**config.mk**
```make
export PLATFORM = sky130hd
export DESIGN_NAME = iq_quarta_ctrl_flat
export DESIGN_NICKNAME = d
export VERILOG_FILES = /design/src/rtl/iq_quarta_ctrl_if.sv /design/src/rtl/iq_quarta_ctrl.sv /design/src/flat_wrapper.sv
export SDC_FILE = /design/constraint.sdc
export NUM_CORES = 1
export LEC_CHECK = 0
export CORE_ASPECT_RATIO = 0.9
export CORE_MARGIN = 2
export CORE_UTILIZATION = 39
export DETAILED_ROUTE_END_ITERATION = 8
export GPL_ROUTABILITY_DRIVEN = 0
export SLEW_MARGIN = 15
export SYNTH_ARGS = -nofsm -noshare
export SYNTH_HDL_FRONTEND = slang
export SYNTH_SLANG_ARGS = --single-unit
```
**constraint.sdc**
```tcl
create_clock -name clk -period 2.04 [get_ports clk]
set_input_delay 0.306 -clock clk [delete_from_list [all_inputs] [get_ports clk]]
set_output_delay 0.306 -clock clk [all_outputs]
set_load 0.03 [all_outputs]
```
**src/rtl/iq_quarta_ctrl_if.sv**
```systemverilog
// Purpose: bundles the configuration, control, sample-strobe and coefficient signals of the fs/4 mixer sequencer.
// Latency: none; this is wiring only.
// Backpressure: cfg_valid/cfg_ready handshake; the sample path has no backpressure.
// Ports: master = sample-rate control side (drives cfg/start/stop/s_valid),
//        slave  = iq_quarta_ctrl (drives cfg_ready, ik/qk, coef_valid, index, busy, done).
interface iq_quarta_ctrl_if #(
    parameter int LEN_W = 16
);
    logic                    cfg_valid;
    logic                    cfg_ready;
    logic                    cfg_dir;
    logic [1:0]              cfg_phase;
    logic [LEN_W-1:0]        cfg_len;
    logic                    start;
    logic                    stop;
    logic                    s_valid;
    logic signed [1:0]       ik;
    logic signed [1:0]       qk;
    logic                    coef_valid;
    logic [1:0]              index;
    logic                    busy;
    logic                    done;

    modport master (
        output cfg_valid, cfg_dir, cfg_phase, cfg_len, start, stop, s_valid,
        input  cfg_ready, ik, qk, coef_valid, index, busy, done
    );

    modport slave (
        input  cfg_valid, cfg_dir, cfg_phase, cfg_len, start, stop, s_valid,
        output cfg_ready, ik, qk, coef_valid, index, busy, done
    );
endinterface

```
**src/rtl/iq_quarta_ctrl.sv**
```systemverilog
// Purpose: sequences the fs/4 quadrature mixer coefficients (ik, qk in {-1,0,+1}) for finite or continuous bursts.
// Latency: s_valid at edge k gives coef_valid/ik/qk at edge k+1; all outputs registered.
// Backpressure: cfg_ready is high only in IDLE, so config words offered mid-burst wait intact.
// Ports: clk, rst (async active-low), bus (iq_quarta_ctrl_if.slave).
module iq_quarta_ctrl #(
    parameter int LEN_W = 16
) (
    input  logic               clk,
    input  logic               rst,
    iq_quarta_ctrl_if.slave    bus
);

    typedef enum logic [1:0] {
        ST_IDLE = 2'd0,
        ST_LOAD = 2'd1,
        ST_RUN  = 2'd2,
        ST_DONE = 2'd3
    } state_t;

    state_t              state_q, state_d;
    logic                dir_q, dir_d;
    logic [1:0]          phase_q, phase_d;
    logic [LEN_W-1:0]    len_q, len_d;
    logic [LEN_W-1:0]    count_q, count_d;
    logic [1:0]          index_q, index_d;
    logic signed [1:0]   ik_q, ik_d;
    logic signed [1:0]   qk_q, qk_d;
    logic                coef_valid_q, coef_valid_d;
    logic                busy_q, busy_d;
    logic                done_q, done_d;
    logic                cfg_ready_q, cfg_ready_d;
    logic                cfg_xfer;

    // cos(pi*n/2): 1, 0, -1, 0
    function automatic logic signed [1:0] ik_of(input logic [1:0] n);
        case (n)
            2'd0:    ik_of = 2'sb01;
            2'd2:    ik_of = 2'sb11;
            default: ik_of = 2'sb00;
        endcase
    endfunction

    // dir=0 uses -sin(pi*n/2), dir=1 uses +sin(pi*n/2)
    function automatic logic signed [1:0] qk_of(input logic [1:0] n, input logic dir);
        case (n)
            2'd1:    qk_of = dir ? 2'sb01 : 2'sb11;
            2'd3:    qk_of = dir ? 2'sb11 : 2'sb01;
            default: qk_of = 2'sb00;
        endcase
    endfunction

    assign cfg_xfer = bus.cfg_valid && cfg_ready_q;

    always_comb begin
        state_d      = state_q;
        dir_d        = dir_q;
        phase_d      = phase_q;
        len_d        = len_q;
        count_d      = count_q;
        index_d      = index_q;
        ik_d         = 2'sb00;
        qk_d         = 2'sb00;
        coef_valid_d = 1'b0;

        case (state_q)
            ST_IDLE: begin
                // Shadow capture and start share an edge: LOAD then sees the new word.
                if (cfg_xfer) begin
                    dir_d   = bus.cfg_dir;
                    phase_d = bus.cfg_phase;
                    len_d   = bus.cfg_len;
                end
                if (bus.start) begin
                    state_d = ST_LOAD;
                end
            end
            ST_LOAD: begin
                if (bus.stop) begin
                    state_d = ST_IDLE;
                end else begin
                    index_d = phase_q;
                    count_d = len_q;
                    state_d = ST_RUN;
                end
            end
            ST_RUN: begin
                if (bus.s_valid) begin
                    coef_valid_d = 1'b1;
                    ik_d         = ik_of(index_q);
                    qk_d         = qk_of(index_q, dir_q);
                    index_d      = index_q + 2'd1;
                    // len=0 means continuous: the counter is left alone.
                    if (len_q != '0) begin
                        count_d = count_q - LEN_W'(1);
                        if (count_q == LEN_W'(1)) begin
                            state_d = ST_DONE;
                        end
                    end
                end
                // Abort wins over completion; the strobed sample above still emits.
                if (bus.stop) begin
                    state_d = ST_IDLE;
                end
            end
            ST_DONE: begin
                state_d = ST_IDLE;
            end
            default: begin
                state_d = ST_IDLE;
            end
        endcase

        // Status outputs are registered copies of the next state so they align with it.
        busy_d      = (state_d != ST_IDLE);
        done_d      = (state_d == ST_DONE);
        cfg_ready_d = (state_d == ST_IDLE);
    end

    always_ff @(posedge clk or negedge rst) begin
        if (!rst) begin
            state_q      <= ST_IDLE;
            dir_q        <= 1'b0;
            phase_q      <= 2'd0;
            len_q        <= '0;
            count_q      <= '0;
            index_q      <= 2'd0;
            ik_q         <= 2'sb00;
            qk_q         <= 2'sb00;
            coef_valid_q <= 1'b0;
            busy_q       <= 1'b0;
            done_q       <= 1'b0;
            cfg_ready_q  <= 1'b0;
        end else begin
            state_q      <= state_d;
            dir_q        <= dir_d;
            phase_q      <= phase_d;
            len_q        <= len_d;
            count_q      <= count_d;
            index_q      <= index_d;
            ik_q         <= ik_d;
            qk_q         <= qk_d;
            coef_valid_q <= coef_valid_d;
            busy_q       <= busy_d;
            done_q       <= done_d;
            cfg_ready_q  <= cfg_ready_d;
        end
    end

    assign bus.cfg_ready  = cfg_ready_q;
    assign bus.ik         = ik_q;
    assign bus.qk         = qk_q;
    assign bus.coef_valid = coef_valid_q;
    assign bus.index      = index_q;
    assign bus.busy       = busy_q;
    assign bus.done       = done_q;

endmodule

```
**src/flat_wrapper.sv**
```systemverilog
// flat-port wrapper written by rule: the top's interface ports become plain ports
module iq_quarta_ctrl_flat 
#(
    parameter int LEN_W = 16
)
  (clk, rst, bus_cfg_valid, bus_cfg_dir, bus_cfg_phase, bus_cfg_len, bus_start, bus_stop, bus_s_valid, bus_cfg_ready, bus_ik, bus_qk, bus_coef_valid, bus_index, bus_busy, bus_done);
  iq_quarta_ctrl_if #(.LEN_W(LEN_W)) bus_i ();
  input  logic clk;
  input  logic rst;
  input wire logic [$bits(bus_i.cfg_valid)-1:0] bus_cfg_valid;
  input wire logic [$bits(bus_i.cfg_dir)-1:0] bus_cfg_dir;
  input wire logic [$bits(bus_i.cfg_phase)-1:0] bus_cfg_phase;
  input wire logic [$bits(bus_i.cfg_len)-1:0] bus_cfg_len;
  input wire logic [$bits(bus_i.start)-1:0] bus_start;
  input wire logic [$bits(bus_i.stop)-1:0] bus_stop;
  input wire logic [$bits(bus_i.s_valid)-1:0] bus_s_valid;
  output wire logic [$bits(bus_i.cfg_ready)-1:0] bus_cfg_ready;
  output wire logic [$bits(bus_i.ik)-1:0] bus_ik;
  output wire logic [$bits(bus_i.qk)-1:0] bus_qk;
  output wire logic [$bits(bus_i.coef_valid)-1:0] bus_coef_valid;
  output wire logic [$bits(bus_i.index)-1:0] bus_index;
  output wire logic [$bits(bus_i.busy)-1:0] bus_busy;
  output wire logic [$bits(bus_i.done)-1:0] bus_done;
  assign bus_i.cfg_valid = bus_cfg_valid;
  assign bus_i.cfg_dir = bus_cfg_dir;
  assign bus_i.cfg_phase = bus_cfg_phase;
  assign bus_i.cfg_len = bus_cfg_len;
  assign bus_i.start = bus_start;
  assign bus_i.stop = bus_stop;
  assign bus_i.s_valid = bus_s_valid;
  assign bus_cfg_ready = bus_i.cfg_ready;
  assign bus_ik = bus_i.ik;
  assign bus_qk = bus_i.qk;
  assign bus_coef_valid = bus_i.coef_valid;
  assign bus_index = bus_i.index;
  assign bus_busy = bus_i.busy;
  assign bus_done = bus_i.done;
  iq_quarta_ctrl #(.LEN_W(LEN_W)) u_core (.clk(clk), .rst(rst), .bus(bus_i));
endmodule
```
### Word-level counts from Yosys, hierarchy flattened

Cells that the tools add are included.

| storage, ports and cells | value |
|---|---|
| register bits | 47 |
| bits of input ports | 25 |

| cells by class | value |
|---|---|
| equality and inequality tests | 11 |
| reductions and logical operators | 10 |
| $add $sub $neg | 2 |
| mux-type cells | 24 |

Operators with widths:

| kind | count |
|---|---|
| 16-bit two-way mux | 3 |
| 16-bit case mux with 2 select lines | 1 |
| 2-bit two-way mux | 14 |
| 16-bit by 1-bit equality test with 1-bit output (second input constant) | 1 |
| 16-bit nonzero test | 1 |
| 16-bit by 1-bit subtractor with 16-bit output (second input constant) | 1 |
| 2-bit case mux with 2 select lines | 3 |
| 2-bit equality test (second input constant) | 5 |
| 2-bit case mux with 4 select lines | 1 |
| 2-bit logical NOT | 3 |
| 2-bit by 1-bit equality test with 1-bit output (second input constant) | 2 |
| 2-bit inequality test (second input constant) | 2 |
| 4-bit AND reduction | 1 |
| 2-bit nonzero test | 2 |
| 3-bit AND reduction | 1 |
| 2-bit by 1-bit adder with 2-bit output (second input constant) | 1 |
| 1-bit two-way mux | 2 |
| 2-bit by 1-bit inequality test with 1-bit output (second input constant) | 1 |
| 2-bit AND reduction | 1 |
| 1-bit logical AND | 1 |

### Depth between registers and ports, before layout

Gate-level depths: netlist of the first run.

| depth | value |
|---|---|
| word-level depth | 7 |
| gate-level depth with buffers | 7 |
| depth with buffers taken out | 6 |

### Worst setup path after synthesis of the first run

No wires, ideal clock.

| timing path | value |
|---|---|
| path kind | register to register |
| start point | register u_core.count_q[0] |
| end point | register u_core.count_q[10] |
| path slack | 179 ps |
| cell stages (with the launch flop) | 7 |
| setup time | 141 ps |
| clock period less this slack | 1861 ps |
| buffers on the path | 0 |
| data arrival time | 1721 ps |
| cell sequence | dfrtp_1 inv_1 ha_1 or3b_2 or2_1 o311ai_0 nand3_1 |

| between the ends | value |
|---|---|
| longest elaborated chain between the ends | 4 |

RTL lines:

| item | RTL line | RTL |
|---|---|---|
| start, declared | iq_quarta_ctrl.sv:24 | `logic [LEN_W-1:0] count_q, count_d;` |
| start signal, assigned | iq_quarta_ctrl.sv:138 | `count_q <= count_d;` |
| 16-bit by 1-bit subtractor with 16-bit output | iq_quarta_ctrl.sv:94 | `count_d = count_q - LEN_W'(1);` |
| 16-bit two-way mux | iq_quarta_ctrl.sv:93 | `if (len_q != '0) begin` |
| 16-bit two-way mux | iq_quarta_ctrl.sv:87 | `if (bus.s_valid) begin` |
| 16-bit case mux with 2 select lines | iq_quarta_ctrl.sv:65 | `case (state_q)` |

Every way passes these cells. The select of a mux whose other input is x is not followed.
A chain may end at the register's enable or synchronous reset.

### Final worst setup path of the first run

| timing path | value |
|---|---|
| start point | register u_core.count_q[0] |
| end point | register u_core.count_q[14] |

The elaborated chain is that of the path after synthesis.

==> impl_metrics.toml, run 1 <==
[run_status]
status = "complete, no violations"

[layout]
layout-drive-gt1-share_pct = 25.7
finalNonFillerCells = 371
syn2layout_area_growth_pct = 28.3
layout.nets = 314
nFillCells = 574
seqCellArea_sq_um = 1180
fin_area_sq_um = 3170
multi_input_area_sq_um = 1180
antenna_cells = 0

[global_route]
antenna_found_initial = 0
grt-ovfl-total = 0
grt_first_pass_wirelength_um = 9910
track_usage_pct = 18.3
grt_pass1_vias = 1960
grt_max_degree = 48

[setup_path]
critPathLaunchType = "flop"
critical_path_required_ns = 2.22
path_class = "reg2reg"
crit_arrival_ns = 2.15
endpoint_kind = "flop"
crit_fanout = 4

[placement]
io_buffers = 34
pre_cts_ws_ns = -0.0271
hpwl_um = 4190
dp.cells = 361
postPlaceCellArea_sq_um = 3020

[synthesis]
yosysUniqueCellTypes = 55
synth_area_leaders = "dfrtp_1 (48%), mux2_2 (8.7%), nor2_1 (3.5%)"
synth_top_family_by_area = "simple AND/OR/NAND/NOR gates"
synthAdderAreaFrac_pct = 3.04
synth_seq_area_share_pct = 47.6
synthMuxAreaShare_pct = 9.88
yosysWarnings = 0
syn_area_sq_um = 2470
synth-seq-cells = 47
yosysTopAreaCellShare_pct = 47.6
synthCells = 229
synth.avg_cell_area_sq_um = 10.8
syn-num-nets = 260
post_synth_xor_area_fraction_pct = 0
synth_largest_area_cell = "dfrtp_1"
synth_compound_area_share_pct = 13.5
synth-simple-area-share_pct = 20.0

[timing]
setup_tns_ns = 0
setup_ws_ns = 0.0696
period_share_pct = 96.6
max_freq_mhz = 508
slew_headroom_pct = 67.4
slew_viol_final = 0
worst_pin_slew_ns = 0.488
setup_viol = 0
fin_skew_ns = 0.00893
hold_viol = 0
fin_crit_ns = 1.97

[routing]
viasPerCell = 5.51
routedWlPerCell_um = 15.8
m1WireLength_um = 2810
antenna_left = 0
highest_layer = "met4"
drt_wl_total_um = 5870
wl_met2_um = 2660
dr.pass1.iters = 4
route.met3.wl_um = 353
drt_iter0_markers = 216
drc = 0
detailroute.via_count = 2044

[pwr]
ir_worst_vdd_v = 0.000536
power_w = 0.00354
powerDensity_nw_per_um2 = 1120
p_leak_nw = 1.29

[clock_tree]
h-tree-depth = 2
numCtsBuffers = 5
cts_tree = "done"
cts_buffer_depth = 2
clk_latency_ns = 0.31
clock-sinks = 47
root_buffer = "clkbuf_8"
clkTransAtPathRegs_ns = 0.09

[hold_path]
hold_class = "in2async"

[floorplanning]
io_pins = 35
dieArea_sq_um = 6990
row_count = 27
initial_core_util_pct = 40.4
coreArea_sq_um = 6110
die_x_um = 87.9
die-height_um = 79.5

[run]
max-cap-violations = 0
synth_stat cells, drive strengths merged:
cell type  number
ha              6
buf             6
nor3b           1
nor4           10
nor2b           1
or2b            1
nand2          12
nand3           4
a21oi           8
mux2           19
dfrtp          47
o32ai           1
and3            2
nand3b          3
nand4b          1
inv             7
nand2b          2
or3             5
a31oi           2
a41o            1
and4            2
a221oi          2
o31ai           2
o32a            2
o211ai          3
clkbuf         10
a22oi           3
or4             2
a32o            3
nand4           7
or2             3
o21a            1
o22ai           2
o311ai          3
nor3            5
mux2i           3
a211oi          1
a2bb2oi         2
a32oi           4
nor2           23
o21ai           4
or3b            2
a41oi           1
routing by layer:
layer | track usage, % | up-vias
li1 | - | 965
met1 | 26.6 | 993
met2 | 27.7 | 76
met3 | 4.34 | 10
met4 | 4.31 | 0
met5 | 0 | -
registers in the layout, indices dropped and copies added (netlist names):
name and cells:
u_core.bus.cfg_ready 1, u_core.bus.done 1, u_core.phase_q 2, u_core.bus.index 2, u_core.state_q 2, u_core.bus.qk 2, u_core.dir_q 1, u_core.bus.busy 1
u_core.count_q 16, u_core.bus.coef_valid 1, u_core.bus.ik 2, u_core.len_q 16
per-stage QoR:
stage | utilization, % | hold WS [ns]
floorplan | - | 0.0104
global placement | 49.4 | 0.314
detailed placement | 49.4 | 0.312
CTS | 51.2 | 0.511
global route | 51.8 | 0.537
finish | 51.8 | 0.501
path summary, 6_finish.rpt:
kind | start | endpoint | slack [ns] | cells past startpoint
worst min register to register | u_core.phase_q[1] | u_core.phase_q[1] | 0.53 | 1
worst max-delay path | u_core.count_q[0] | u_core.count_q[14] | 0.07 | 6
worst max register to register | u_core.count_q[0] | u_core.count_q[14] | 0.07 | 6
min in group clk | u_core.phase_q[1] | u_core.phase_q[1] | 0.53 | 1
worst min-delay path | rst | u_core.bus.qk[1] | 0.50 | 3
max in group asynchronous | rst | u_core.len_q[11] | 1.31 | 3
area by class of cell:
class                           instances  area share, %
Clock inverter                          2          0.513
Inverter                                7          0.829
Tap cell                               87           3.43
Timing Repair Buffer                   63           18.3
Multi-Input combinational cell        159           37.2
Clock buffer                            6           2.61
Sequential cell                        47           37.1
cells in the final DEF (no fill, tap or decap), types with 2 or more instances in the layout:
cell	n
nor4_1	7
and3_1	2
nand4_1	7
inv_1	6
nand2_1	12
nand2b_1	2
or3_1	4
nand3b_1	3
o211ai_1	3
o22ai_1	2
a2bb2oi_1	2
o32a_1	2
ha_1	5
clkdlybuf4s50_1	33
o21ai_0	3
nor2_1	23
a32oi_1	4
nor4_2	2
dfrtp_1	47
mux2i_1	3
a221oi_1	2
a22oi_1	3
buf_4	26
a21oi_1	8
buf_12	2
or2_4	2
clkbuf_8	6
a31oi_1	2
a32o_1	3
nor3_1	5
nand3_1	4
mux2_2	19
worst max-delay path: stages, from the launching register on:
cell and delay [ns]:
dfrtp_1 0.40, inv_1 0.09, ha_2 0.19, or3b_2 0.49, or2_4 0.29, o32ai_2 0.30, a22oi_1 0.10
logic make-up (layout without fill, tap and decap cells):
family                     after synthesis  after routing
DFF                                     47             47
adders and majority gates                6              6
muxes                                   22             22
buffers and inverters                   23             78
AOI/OAI and AO/OA                       45             45
and+or+nand+nor                         86             86
what timing repair did:
item                                   CTS  global route
resized for setup                        0             8
setup endpoints to repair                0             6
buffers inserted                         0             1
hold buffers                             1             0
endpoints found under the hold margin   47             0
power breakdown:
part	total [W]	leakage, nW	switching [W]	internal, W
logic	0.00133	0.676	0.000649	0.000685
registers	0.00160	0.571	0.000333	0.00127
clock network	0.000605	0.0474	0.000328	0.000277
Power figures use the tool's default switching activity.
==> inputs of run 2 (changes only) <==
==> constraint.sdc (replaced) <==
create_clock -name clk -period 1.6 [get_ports clk]
set_input_delay 0.24 -clock clk [delete_from_list [all_inputs] [get_ports clk]]
set_output_delay 0.24 -clock clk [all_outputs]
set_load 0.03 [all_outputs]
==> run 2 against run 1 <==
  * The run now ends with negative setup slack left
  * Fmax increased by 9.6%
  * First-iteration DRC count decreased by 15%
  * Worst setup slack got worse by 0.27 ns
  * Utilization increased by 13 points
  * Count of clock-buffer cells in the layout increased by 1
  * Critical path depth decreased by 2
  * Largest power group is now combinational cells
==> impl_metrics.toml, run 2 (synthesis results as in run 1) <==
[layout]
layout.nets = 367
finish.utilization_pct = 64.5
layout-drive-gt1-share_pct = 46.6
antenna_cells = 0
seqCellArea_sq_um = 1180
syn2layout_area_growth_pct = 59.7
layout_commonest_cell = "buf_4"
nFillCells = 482
finalNonFillerCells = 424
final_cell_mix = "buf_4 (66), dfrtp_1 (47), clkdlybuf4s50_1 (31)"
multi_input_area_sq_um = 1500
reg_top3 = "u_core.count_q: 16 flops, u_core.len_q: 16 flops"

[setup_path]
crit_family = "simple AND/OR/NAND/NOR gates"
max_stage_delay_ns = 0.62
endpoint_kind = "flop"
cp_num_buf_inv = 0
crit_arrival_ns = 2.02
path_class = "reg2reg"
crit_fanout = 6
reg2reg_depth = 4
ff2ff_setup_slack_ns = -0.20
crit_slowest_cell = "or4_4"
critical_path_required_ns = 1.82
r2r-end = "u_core.count_q[9]"
r2r-start = "u_core.count_q[1]"
crit_chain = "or4_4 -> or2_4 -> o31ai_2 -> a32o_1"
critPathLaunchType = "flop"

[floorplanning]
dieArea_sq_um = 6990
io_pins = 35
row_count = 27
initial_core_util_pct = 40.4
coreArea_sq_um = 6110
die_x_um = 87.9
die-height_um = 79.5

[routing]
drc = 0
drt_iter0_markers = 184
detailroute.via_count = 2359
routedWlPerCell_um = 18.0
antenna_left = 0
dr.pass1.iters = 4
drt_wl_total_um = 7630
viasPerCell = 5.56

[timing]
worst_pin_slew_ns = 0.395
rsz0062_at_grt = "true"
slew_headroom_pct = 73.7
setup_ws_ns = -0.197
whs_ns = 0.457
hold_viol = 0
max_freq_mhz = 556
fin_skew_ns = 0.00599
slew_viol_final = 0
fin_crit_ns = 1.80
setup_viol = 35
period_share_pct = 112

[global_route]
track_usage_pct = 20.5
busiest_layer = "met2"
grt_pass1_vias = 2332
met3_usage_pct = 4.34
antenna_found_initial = 0
grt_first_pass_wirelength_um = 11200
met2_usage_pct = 34.4
grtUsageMet1_pct = 26.6
grt_max_degree = 48
grt-ovfl-total = 0

[placement]
dp.cells = 400
io_buffers = 34
hpwl_um = 4470

[clock_tree]
root_buffer = "clkbuf_8"
clk_latency_ns = 0.30
clock-sinks = 47
numCtsBuffers = 5
cts_tree = "done"
clkTransAtPathRegs_ns = 0.08
cts_buffer_depth = 2
h-tree-depth = 2

[run]
max-cap-violations = 0

[pwr]
powerDensity_nw_per_um2 = 1440
ir_worst_vdd_v = 0.000661
p_leak_nw = 1.68
power_w = 0.00570

[run_status]
violations = "negative setup slack"
status = "complete, but fails checks"

[hold_path]
hold_class = "in2async"
## run 2: cell types whose count changed in the layout (fill, tap and decap cells not counted), moves of 3 or more
cell     previous run  this run
mux2_4              0        19
nor2_2              0         3
buf_6               0         8
buf_4              26        66
mux2_2             19         0
nor4_1              7         3
a21oi_1             8         4
a21oi_2             0         4
nor2_1             23        18
## run 2: metrics by stage
step | setup TNS (ns) | setup slack [ns] | instance area (sq um)
after floorplan | -0.672 | -0.125 | 2500
after global routing | -4.79 | -0.256 | 3950
after CTS | -1.83 | -0.165 | 3580
after detailed placement | -4.84 | -0.419 | 3350
final | -2.62 | -0.197 | 3950
after global placement | -4.13 | -0.353 | 3350
## run 2: repair_timing
| action | in CTS | in global routing |
|---|---|---|
| hold buffers | 1 | 0 |
| hold endpoints to repair | 47 | 0 |
| buffers inserted | 4 | 9 |
| cloned | 0 | 4 |
| pin swaps | 8 | 12 |
| gates resized for setup | 27 | 56 |
| setup endpoints to repair | 20 | 39 |
## run 2: per-layer routing
metal / up-vias / part of all wire [%] / wire (um)
met5: - / 0 / 0
met4: 0 / 1.5 / 117
met3: 9 / 6.4 / 489
met2: 85 / 50 / 3800
met1: 1185 / 42 / 3220
li1: 1080 / - / -
## run 2: layout make-up
class	count	share of cell area, %
Sequential cell	47	29.8
Multi-Input combinational cell	160	38.0
Clock buffer	7	1.93
Clock inverter	1	0.127
Inverter	7	0.666
Tap cell	87	2.76
Timing Repair Buffer	115	26.7
## run 2: how the worst max path moves through the flow
| stage | startpoint | depth (start not counted) | slack [ns] | endpoint |
|---|---|---|---|---|
| 2_1_floorplan | u_core.count_q[0] | 6 | -0.12 | u_core.count_q[10] |
| 3_3_place_gp | bus_stop | 6 | -0.35 | u_core.count_q[13] |
| 3_5_place_dp | bus_stop | 6 | -0.42 | u_core.count_q[13] |
| 4_1_cts | u_core.len_q[10] | 5 | -0.17 | u_core.count_q[2] |
| 5_1_grt | u_core.len_q[5] | 7 | -0.26 | u_core.count_q[0] |
| 6_report | u_core.count_q[1] | 4 | -0.20 | u_core.count_q[9] |
## run 2: power breakdown
part           internal, W  switching, W
Sequential         0.00162      0.000346
Clock             0.000307      0.000389
Combinational      0.00167       0.00137
## run 2: worst reg2reg max path, stage by stage, from the launching register on
cell,delay (ns)
dfrtp_1,0.41
or4_4,0.62
or2_4,0.29
o31ai_2,0.20
a32o_1,0.21
==> inputs of run 3 (changes only) <==
--- a/config.mk
+++ b/config.mk
@@ -6,7 +6,7 @@
 export NUM_CORES = 1
 export LEC_CHECK = 0
 export CORE_ASPECT_RATIO = 0.9
-export CORE_MARGIN = 2
+export CORE_MARGIN = 3
 export CORE_UTILIZATION = 39
 export DETAILED_ROUTE_END_ITERATION = 8
 export GPL_ROUTABILITY_DRIVEN = 0
==> run 3 against run 2 <==
  * The flow still finishes with violations (negative setup slack)
  * Clock skew shrank 0.00099 ns
  * Flip-flop and latch count stayed put
  * Worst hold slack got worse by 0.017 ns
  * Count of clock-buffer cells in the layout decreased by 1
  * Sequential share of layout area rose by 1.3 points
  * Register-to-register slack is essentially flat
  * Routed wire length is 8.1% lower
  * Sequential power is essentially flat
  * Clock power grew 33%
  * Die area up 4.8%
  * Largest power group unchanged
  * Highest routed layer unchanged
==> impl_metrics.toml, run 3 (synthesis results as in run 1) <==
[routing]
drt_iter0_markers = 189
drc = 0
antenna_left = 0
dr.pass1.iters = 4
viasPerCell = 5.42
drt_wl_total_um = 7010
detailroute.via_count = 2256
routedWlPerCell_um = 16.9

[pwr]
p_leak_nw = 1.59
power_w = 0.00571
clockPowerShare_pct = 16.2
powerDensity_nw_per_um2 = 1510
switchingPower_w = 0.00205
p_int_w = 0.00366
pwr-share-seq_pct = 34.2
switching_share_pct = 36.0
ir_worst_vdd_v = 0.000739
combPwrFrac_pct = 49.6

[layout]
layout.nets = 362
antenna_cells = 0
fin_area_sq_um = 3790
syn2layout_area_growth_pct = 53.4
layout-drive-gt1-share_pct = 45.2
final_cell_mix = "buf_4 (66), dfrtp_1 (46), clkdlybuf4s50_1 (30)"
reg_top3 = "u_core.count_q: 16 flops, u_core.len_q: 16 flops"
layout_commonest_cell = "buf_4"

[run_status]
status = "complete, but fails checks"
violations = "negative setup slack"

[placement]
io_buffers = 34
postPlaceCellArea_sq_um = 3360
hpwl_um = 4650
pre_cts_ws_ns = -0.267

[floorplanning]
dieArea_sq_um = 7330
die-height_um = 81.5
coreArea_sq_um = 5890
io_pins = 35
die_x_um = 89.9
row_count = 26
initial_core_util_pct = 41.9

[setup_path]
crit_arrival_ns = 1.97
critPathLaunchType = "flop"
critical_path_required_ns = 1.78
endpoint_kind = "flop"
crit_fanout = 4
path_class = "reg2reg"

[clock_tree]
h-tree-depth = 2
cts_buffer_depth = 2
numCtsBuffers = 5
clk_latency_ns = 0.30
clock-sinks = 47
cts_tree = "done"
clkTransAtPathRegs_ns = 0.09
root_buffer = "clkbuf_8"

[global_route]
antenna_found_initial = 0
grt_first_pass_wirelength_um = 11600
busiest_layer = "met2"
grtUsageMet1_pct = 26.1
met2_usage_pct = 33.7
grt_max_degree = 48
grt-ovfl-total = 0
track_usage_pct = 19.7
grt_pass1_vias = 2293
met3_usage_pct = 3.85

[run]
max-cap-violations = 0

[timing]
hold_viol = 0
max_freq_mhz = 561
fin_crit_ns = 1.78
setup_tns_ns = -1.78
setup_ws_ns = -0.183
rsz0062_at_grt = "true"
whs_ns = 0.440
slew_viol_final = 0
setup_viol = 17
worst_pin_slew_ns = 0.350
fin_skew_ns = 0.00500
slew_headroom_pct = 76.5
period_share_pct = 111

[hold_path]
hold_class = "in2async"
-- run 3: changes by cell type in the layout (fill, tap and decap cells not counted), moves of 2 or more --
cell       previous run  this run
nor4_2                4         6
buf_6                 8         6
a221oi_1              0         2
clkbuf_1              2         0
clkbuf_16             2         0
mux2_4               19         0
mux2_2                0        19
-- run 3: worst paths after layout --
| check | start | endpoint | slack (ns) | depth (start not counted) |
|---|---|---|---|---|
| setup / recovery | u_core.count_q[1] | u_core.count_q[14] | -0.18 | 6 |
| hold / removal | rst | u_core.dir_q | 0.44 | 3 |
| setup reg to reg | u_core.count_q[1] | u_core.count_q[14] | -0.18 | 6 |
| hold reg to reg | u_core.phase_q[1] | u_core.phase_q[1] | 0.52 | 1 |
| max in group asynchronous | rst | u_core.state_q[0] | 0.94 | 3 |
| min in group clk | bus_start | u_core.state_q[0] | 0.51 | 3 |
-- run 3: repair_timing --
item | CTS | global route
cloned | 1 | 0
setup buffers | 5 | 4
hold endpoints to repair | 47 | 0
hold buffers | 1 | 0
setup endpoints to repair | 36 | 28
gates resized for setup | 32 | 21
pin swaps | 15 | 7
-- run 3: layout make-up --
| type | count | area, sq um |
|---|---|---|
| fillers | 461 | 2100 |
| clock buffers | 6 | 82.6 |
| well taps | 84 | 105 |
| inverters | 7 | 26.3 |
| multi-input cells | 159 | 1380 |
| repair buffers | 111 | 988 |
| flip-flops and latches | 47 | 1180 |
| clock inverters | 2 | 35.0 |
-- run 3: critical path, cell delays in order (launching register included) --
cell     delay (ns)
dfrtp_1        0.41
inv_2          0.09
ha_4           0.13
or3b_4         0.40
or2_4          0.28
o32ai_4        0.26
a22oi_1        0.10
-- run 3: per-layer routing --
layer	vias up	share of wire (%)	wire [um]
met1	1086	45	3150
li1	1068	-	-
met3	17	5.9	416
met2	85	48	3350
met4	0	1.3	93
met5	-	0	0
-- run 3: power groups by stage --
stage / logic, W / registers (W) / clock network, W
after floorplan: 0.00111 / 0.00202 / 0
after global routing: 0.00305 / 0.00201 / 0.000992
after CTS: 0.00257 / 0.00194 / 0.000943
after global placement: 0.00235 / 0.00191 / 0
final: 0.00283 / 0.00195 / 0.000924
after detailed placement: 0.00238 / 0.00192 / 0
-- run 3: metrics by stage --
step | cells | util (%)
after floorplan | 229 | -
after global placement | 397 | 57.0
after detailed placement | 397 | 57.0
after CTS | 412 | 62.0
after global routing | 416 | 64.4
final | 416 | 64.4
==> patch (config.mk and constraints of run 2) <==
`LEN_W` is set to 16 in 3 places; all go to 32.
--- a/src/rtl/iq_quarta_ctrl_if.sv
+++ b/src/rtl/iq_quarta_ctrl_if.sv
@@ -6,3 +6,3 @@
 interface iq_quarta_ctrl_if #(
-    parameter int LEN_W = 16
+    parameter int LEN_W = 32
 );
--- a/src/rtl/iq_quarta_ctrl.sv
+++ b/src/rtl/iq_quarta_ctrl.sv
@@ -5,3 +5,3 @@
 module iq_quarta_ctrl #(
-    parameter int LEN_W = 16
+    parameter int LEN_W = 32
 ) (
--- a/src/flat_wrapper.sv
+++ b/src/flat_wrapper.sv
@@ -3,3 +3,3 @@
 #(
-    parameter int LEN_W = 16
+    parameter int LEN_W = 32
 )
Ports: changed (resized bus_cfg_len); port bits go from 35 to 51. No check against the original RTL was run, so the function may have changed too.
==> patch against run 2 <==
The run still ends with setup timing left; final cell count up 74%; sequential cell count up 32; wire length rose by 110%; total power grew 94%; die area increased by 59%; setup slack got worse by 0.51 ns; design area grew 83%; count of clock-buffer cells in the layout increased by 3; via count up 87%; area after synthesis is 62% higher; critical path type unchanged; critical endpoint is now u_core.count_q[22]; largest cell class unchanged.
==> patch: results (changes against run 2) <==
| Metric | Value |
|---|---|
| Setup TNS | -16.89 ns (-14.26 ns) |
| Synth cell types | 48 (-13%) |
| Port Buffers | 50 (+47%) |
| Critical path endpoint | u_core.count_q[22] |
| Largest net degree at the start of global routing | 80 (+67%) |
| Cell count after synthesis | 394 (+72%) |
| Clock tree cell share of total cell area | 4.35% (+2.3 points) |
| PnR worst setup slack | -0.703 ns (-0.506 ns) |
| Share of layout cells above drive strength 1 | 50.4% (+3.8 points) |
| Multi-input gate area | 0.00256 mm^2 (+71%) |
| Final setup fails | 44 (+26%) |
| Synth top cells by count | dfrtp_1, mux2_2, nor2_1 |
| Post-Route WL | 16100 um (+110%) |
| Final #Nets | 649 (+77%) |
| Layout Cells excl Fill | 736 (+74%) |
| FF/Latch Area | 0.00198 mm^2 (+68%) |
| Bufs w/o clock | 226 (+97%) |
| Vias per cell | 5.99 (+7.6%) |
| First-pass GRT wire length | 23000 um (+110%) |
| Leakage | 0.00317 uW (+88%) |
| Regs by FF count | u_core.count_q: 32 flops, u_core.len_q: 32 flops |
| Final non-clock buffer share | 30.1% (+3.4 points) |
| CP peak stage delay | 0.54 ns (-0.08 ns) |
| Pre-antenna DRT Iters | 5 (+1) |
| DP HPWL | 8420 um (+89%) |
| Dpl cells | 673 (+68%) |
| Iteration-0 DRC Markers | 397 (+120%) |
| Clock buffers | 10 (+3) |
| Failing checks | setup timing |
| Post-Syn Area | 0.00401 mm^2 (+62%) |
| Vias in the first global route | 4377 (+88%) |
| Overall routing resource usage | 26.5% (+6.0 points) |
| Clock latency on the worst-skew pair | 0.34 ns (+0.04 ns) |
| Crit-path max FO | 3 (-3) |
| RR Startpoint | u_core.count_q[14] |
| # clock sinks | 79 (+68%) |
| Outcome | complete, but fails checks |
| Slowest CP cell | or4_4 |
| Top cells by area, synth | dfrtp_1, mux2_2, nor4_1 |
| Cell count of the worst reg-to-reg path | 5 (+1) |
| Syn_nets | 441 (+70%) |
| Inserted Clock Buffers | 9 (+4) |
| # H-tree levels | 3 (+1) |
| Slew margin rel. | 70.2% (-3.5 points) |
| Clock Skews | 0.0147 ns (+0.00867 ns) |
patch: power by group:
| part | total [uW] | leakage, uW | internal (uW) | switching (uW) |
|---|---|---|---|---|
| logic | 5460 | 0.00208 | 3020 | 2440 |
| registers | 3390 | 0.000941 | 2800 | 593 |
| clock network | 2230 | 0.000148 | 1360 | 863 |
| total | 11100 | 0.00317 | 7180 | 3890 |
patch: kinds of logic (layout without fill, tap and decap cells):
logic type | after synthesis | after routing | share of synthesized area, %
AO/OA/AOI/OAI | 92 | 92 | 16.4
adder cells (fa/ha/maj) | 6 | 6 | 1.87
AND/OR/NAND/NOR | 145 | 145 | 18.7
buffers and inverters | 36 | 249 | 3.65
flip-flops | 79 | 79 | 49.3
multiplexers | 36 | 36 | 10.1
patch: stage by stage:
stage / util, % / power, uW / hold slack, ns / cell area, um^2 / worst slack, ns
after floorplan: - / 5290 / -0.0556 / 4230 / -0.792
after global placement: 56.0 / 7160 / 0.304 / 5670 / -0.713
after detailed placement: 56.0 / 7290 / 0.303 / 5670 / -0.741
after CTS: 66.7 / 10100 / 0.494 / 6740 / -0.712
after global routing: 71.3 / 11500 / 0.513 / 7210 / -0.726
final: 71.3 / 11100 / 0.475 / 7210 / -0.703
patch: metal layers:
| layer | GRT usage, % | part of all wire [%] | up-vias |
|---|---|---|---|
| li1 | - | - | 1921 |
| met1 | 33.9 | 39 | 2174 |
| met2 | 43.9 | 49 | 258 |
| met3 | 5.68 | 8.3 | 55 |
| met4 | 12.0 | 4.2 | 0 |
| met5 | 0 | 0 | - |
patch: timing repair:
action                                  CTS  global route
cloned                                    5             3
endpoints found under the setup margin   72            59
gates resized for setup                  89            86
pin swaps                                45            25
buffers inserted                         28            17
endpoints found under the hold margin    79             0
hold buffers                              1             0
